<file path="src/rtl/rv32_d_imm_pack.sv">
`timescale 1ns/1ps
// rv32_d_imm_pack: scatters an immediate into the RV32 instruction fields (inverse of the decode
// extender) behind a two-stage valid/ready pipeline, with saturating ok/error transfer counters.
module rv32_d_imm_pack #(
   parameter int unsigned CNT_W       = 16,
   parameter bit          ZERO_ON_ERR = 1'b1
) (
   input  logic             clk_i,
   input  logic             rst_ni,
   input  logic             valid_i,
   output logic             ready_o,
   input  logic [2:0]       imm_src_i,
   input  logic [31:0]      imm_i,
   input  logic [31:0]      base_i,
   output logic             valid_o,
   input  logic             ready_i,
   output logic [31:0]      instr_o,
   output logic             err_o,
   input  logic             clear_i,
   output logic [CNT_W-1:0] cnt_ok_o,
   output logic [CNT_W-1:0] cnt_err_o
);

   localparam logic [2:0] SRC_I   = 3'b000;
   localparam logic [2:0] SRC_S   = 3'b001;
   localparam logic [2:0] SRC_B   = 3'b010;
   localparam logic [2:0] SRC_J   = 3'b011;
   localparam logic [2:0] SRC_U   = 3'b100;
   localparam logic [2:0] SRC_SYS = 3'b101;

   logic             w_s2_rdy;
   logic             w_xfer;
   logic             w_err_in;
   logic [31:0]      w_imm_pk;
   logic [31:0]      w_instr_pk;

   logic             r_s1_v;
   logic             r_s1_err;
   logic [2:0]       r_s1_src;
   logic [31:0]      r_s1_imm;
   logic [31:0]      r_s1_base;
   logic             r_s2_v;
   logic             r_err;
   logic [31:0]      r_instr;
   logic [CNT_W-1:0] r_cnt_ok;
   logic [CNT_W-1:0] r_cnt_err;

   assign w_s2_rdy = !r_s2_v || ready_i;
   assign ready_o  = !r_s1_v || w_s2_rdy;
   assign w_xfer   = r_s2_v && ready_i;

   // Representability: the bits above the format's sign bit must all replicate it.
   always_comb begin
      w_err_in = 1'b1;
      case (imm_src_i)
         SRC_I, SRC_S: w_err_in = (imm_i[31:11] != {21{imm_i[11]}});
         SRC_B:        w_err_in = imm_i[0] || (imm_i[31:12] != {20{imm_i[12]}});
         SRC_J:        w_err_in = imm_i[0] || (imm_i[31:20] != {12{imm_i[20]}});
         SRC_U:        w_err_in = (imm_i[11:0] != 12'h000);
         SRC_SYS:      w_err_in = (imm_i[31:12] != 20'h00000);
         default:      w_err_in = 1'b1;
      endcase
   end

   assign w_imm_pk = (r_s1_err && ZERO_ON_ERR) ? 32'h0000_0000 : r_s1_imm;

   always_comb begin
      w_instr_pk = r_s1_base;
      case (r_s1_src)
         SRC_I, SRC_SYS: w_instr_pk[31:20] = w_imm_pk[11:0];
         SRC_S: begin
            w_instr_pk[31:25] = w_imm_pk[11:5];
            w_instr_pk[11:7]  = w_imm_pk[4:0];
         end
         SRC_B: begin
            w_instr_pk[31]    = w_imm_pk[12];
            w_instr_pk[7]     = w_imm_pk[11];
            w_instr_pk[30:25] = w_imm_pk[10:5];
            w_instr_pk[11:8]  = w_imm_pk[4:1];
         end
         SRC_J: begin
            w_instr_pk[31]    = w_imm_pk[20];
            w_instr_pk[19:12] = w_imm_pk[19:12];
            w_instr_pk[20]    = w_imm_pk[11];
            w_instr_pk[30:21] = w_imm_pk[10:1];
         end
         SRC_U:   w_instr_pk[31:12] = w_imm_pk[31:12];
         default: ;
      endcase
   end

   // NOTE: payload registers carry no reset; they are only observed while their valid bit is set.
   always_ff @(posedge clk_i) begin
      if (valid_i && ready_o) begin
         r_s1_src  <= imm_src_i;
         r_s1_imm  <= imm_i;
         r_s1_base <= base_i;
         r_s1_err  <= w_err_in;
      end
   end

   always_ff @(posedge clk_i) begin
      if (!rst_ni) begin
         r_s1_v  <= 1'b0;
         r_s2_v  <= 1'b0;
         r_instr <= 32'h0000_0000;
         r_err   <= 1'b0;
      end else begin
         if (ready_o) r_s1_v <= valid_i;
         if (w_s2_rdy) r_s2_v <= r_s1_v;
         if (r_s1_v && w_s2_rdy) begin
            r_instr <= w_instr_pk;
            r_err   <= r_s1_err;
         end
      end
   end

   // Clear has priority over a same-cycle increment; both counters stick at all-ones.
   always_ff @(posedge clk_i) begin
      if (!rst_ni || clear_i) begin
         r_cnt_ok  <= '0;
         r_cnt_err <= '0;
      end else if (w_xfer) begin
         if (r_err) begin
            if (r_cnt_err != '1) r_cnt_err <= r_cnt_err + CNT_W'(1);
         end else begin
            if (r_cnt_ok != '1) r_cnt_ok <= r_cnt_ok + CNT_W'(1);
         end
      end
   end

   assign valid_o   = r_s2_v;
   assign instr_o   = r_instr;
   assign err_o     = r_err;
   assign cnt_ok_o  = r_cnt_ok;
   assign cnt_err_o = r_cnt_err;

endmodule
</file>
<file path="config.mk">
export PLATFORM = sky130hd
export DESIGN_NAME = rv32_d_imm_pack
export DESIGN_NICKNAME = d
export VERILOG_FILES = /design/src/rtl/rv32_d_imm_pack.sv
export SDC_FILE = /design/constraint.sdc
export NUM_CORES = 1
export LEC_CHECK = 0
export ABC_AREA = 1
export BUFFER_PORTS_ARGS = -buffer_cell sky130_fd_sc_hd__buf_4
export CAP_MARGIN = 0
export CORE_ASPECT_RATIO = 1.75
export CORE_MARGIN = 10
export CORE_UTILIZATION = 30
export DETAILED_ROUTE_END_ITERATION = 16
export SYNTH_ARGS = -nofsm -noshare
export SYNTH_HDL_FRONTEND = slang
export SYNTH_SLANG_ARGS = --single-unit
</file>
<file path="constraint.sdc">
create_clock -name clk_i -period 2.6 [get_ports clk_i]
set_input_delay 0.39 -clock clk_i [delete_from_list [all_inputs] [get_ports clk_i]]
set_output_delay 0.39 -clock clk_i [all_outputs]
set_load 0.01 [all_outputs]
</file>
==> flow_summary.json <==
{
  "synthFlopType": "edfxtp_1",
  "cp_data_required_time_ns": 2.90,
  "yosysMostFrequentCell": "nand2_1",
  "slowest_stage": "dfxtp_1",
  "design_area_um2": 7968,
  "post-dp-hpwl_um": 13890,
  "worstPathArrival_ns": 2.23,
  "leakage_nw": 3.295,
  "die_area_um2": 26650,
  "cts_made_buffers": 17,
  "holdBufCountCts": 0,
  "power_density_nw_per_um2": 655.0,
  "p_int_w": 0.004026,
  "vias_per_cell": 4.665,
  "postCtsSetupRepairBufs": 0,
  "grt_usage_pct": 13.13,
  "postSynthAreaPerCell_um2": 8.612,
  "cts_tree": "yes",
  "grtUsageMet3_pct": 3.497,
  "path_cells": "ha_1, nand3_2, nor3_2, nand3_1, nand2_2, buf_4, o21ai_0, nand2_1, nor2_1",
  "skew_ns": 0.01063,
  "grt_pass1_vias": 5472,
  "setup_tns_ns": 0,
  "synth.top_cell.area_share_pct": 33.49,
  "hold_path_class": "in2reg",
  "power_frac_seq_pct": 46.0,
  "crit_path_start_kind": "flop",
  "swShare_pct": 22.86,
  "synth_seq_cells": 135,
  "p_clk_share_pct": 45.7,
  "max-cap-violations": 0,
  "rsz0062_at_grt": "false",
  "synthTopCellsByCount": "172 x nand2_1, 96 x nor2_1, 71 x inv_1, 68 x edfxtp_1, 67 x dfxtp_1",
  "report.final.slew_viol_count": 0,
  "fmax_mhz": 518.7,
  "crit_fanout": 19,
  "wirelength_um": 17670,
  "place.gp.congestion": 0.9135,
  "htreeDepth": 4,
  "synth_edf_count": 68,
  "syn_inst": 708,
  "yosysSeqAreaShare_pct": 55.49,
  "use_met1_pct": 12.59,
  "drcViolationCount": 0,
  "max_slew_margin_pct": 37.84,
  "drive_gt1_share_pct": 22.02,
  "yosys-top-cells-area": "edfxtp_1 33%, dfxtp_1 22%, nand2_1 11%, nor2_1 5.9%, nand3_1 4.6%",
  "grt_use_met2_pct": 24.97,
  "fp-row-count": 69,
  "clock_sinks": 135,
  "antenna_left": 0,
  "outcome": "completed",
  "hold_violations": 0,
  "io_pins": 139,
  "drtIter0Drc": 307,
  "max_stage_delay_ns": 0.44,
  "irDropWorstVdd_mv": 0.4212,
  "yosysWarnings": 0,
  "grt_max_degree": 46,
  "gr-total-overflow": 0,
  "max_slew.worst_pin.slew_ns": 0.9313,
  "wl_per_cell_um": 15.91,
  "antenna_found_initial": 0,
  "placed_area_um2": 7385,
  "worstSetupPathType": "reg2reg",
  "first_pass_iters": 4,
  "die_y_um": 208.6,
  "switching_power_w": 0.001193,
  "reg2reg_depth": 9,
  "core_area_um2": 20200,
  "finalSetupViolations": 0,
  "syn_nets": 784,
  "dieWidth_um": 127.8,
  "area_delta_synth_final_pct": 30.68,
  "diodes": 0,
  "grt_pass1_wl_um": 27740,
  "clkTransAtPathRegs_ns": 0.06,
  "grt-busiest-layer": "met2",
  "layout.nets": 927,
  "synth_area_leader_cell": "edfxtp_1",
  "timing.final.crit_share_pct": 74.15,
  "end_kind": "flop",
  "pwr-share-comb_pct": 8.3,
  "syn-cell-area_um2": 6097,
  "whs_path_depth": 1,
  "clock_path_buffers": 2,
  "fin_crit_ns": 1.928,
  "vias": 5183,
  "clock_latency_ns": 0.42,
  "cts_resized": 0,
  "synthArstFlopShare_pct": 0,
  "synth_cell_types": 32,
  "clockRootBuffer": "clkbuf_16",
  "numPortBuffers": 138,
  "start_util_pct": 30.18
}
## placed cells by master (no fill, tap or decap), drive strengths merged, types with 2 or more instances in the layout
cell,instances
xnor2,6
nand2,175
a21oi,49
clkinvlp,2
edfxtp,68
o211ai,12
a31oi,6
bufinv,3
nor2,97
nand4,9
buf,143
nand3,59
ha,4
clkinv,8
nor3,12
a32o,6
inv,74
o21ai,28
clkbuf,17
dfxtp,67
xor2,14
## area by class of cell
class	count	area, µm²
fill	2088	12230
sequential	135	3383
multi-input combinational	481	2331
timing repair buffer	143	1086
clock buffer	17	425.4
tap	248	310.3
inverter	73	274.0
clock inverter	14	157.7
## metal layers
layer | share of wire (%) | wire (µm)
met3 | 5.0 | 880
met1 | 36 | 6371
met4 | 2.5 | 439
met2 | 56 | 9981
met5 | 0 | 0
## power groups by stage
stage	combinational [W]	sequential (W)	clock (W)
after floorplan	0.000194	0.00244	0
after global placement	0.000437	0.00244	0
after detailed placement	0.000442	0.00244	0
after CTS	0.000444	0.00240	0.00245
after global routing	0.000485	0.00241	0.00255
final	0.000434	0.00240	0.00239
## kinds of logic (layout without fill, tap and decap cells)
| kind of cell | count (synthesis) | in the layout | synth area share [%] |
|---|---|---|---|
| xor gates and xnor gates | 20 | 20 | 2.873 |
| DFF | 135 | 135 | 55.49 |
| AOI/OAI and AO/OA | 103 | 103 | 10.06 |
| buffers and inverters | 92 | 247 | 6.279 |
| and+or+nand+nor | 354 | 354 | 24.48 |
| adders and majority gates | 4 | 4 | 0.8209 |
## worst paths after layout
path                                                    to  slack, ns                      start
worst max-delay path            cnt_err_o[12]$_SDFFE_PP0P_       0.67  cnt_err_o[0]$_SDFFE_PP0P_
worst min-delay path               r_s1_base[16]$_DFFE_PP_       0.14                 base_i[16]
worst max register to register  cnt_err_o[12]$_SDFFE_PP0P_       0.67  cnt_err_o[0]$_SDFFE_PP0P_
worst min register to register     instr_o[2]$_SDFFE_PN0P_       0.49    instr_o[2]$_SDFFE_PN0P_
## critical path, delay by kind of cell (launching register included)
kind	cells	cell delay (ns)
buffers and inverters	1	0.23
adder cells (fa/ha/maj)	1	0.34
flip-flops	1	0.44
AO/OA/AOI/OAI	1	0.12
AND/OR/NAND/NOR	6	0.70
## metrics by stage
step	hold slack [ns]	setup WS (ns)	total power [W]	instances	utilization [%]
5_1_grt	0.1260	0.5469	0.005440	1111	39.44
3_5_place_dp	0.4797	0.5425	0.002886	1080	36.55
3_3_place_gp	0.4701	0.6306	0.002881	1080	36.55
6_report	0.1443	0.6720	0.005219	1111	39.44
4_1_cts	0.1271	0.6433	0.005294	1111	39.44
2_1_floorplan	0.4694	0.1915	0.002637	708	-
## flip-flops by register name, indices dropped and copies added, names as in the netlist
signal,cells
cnt_err_o,16
err_o,1
valid_o,1
r_s1_v,1
r_s1_base,32
cnt_ok_o,16
r_s1_src,3
instr_o,32
r_s1_imm,32
r_s1_err,1
Power figures use the tool's default switching activity.
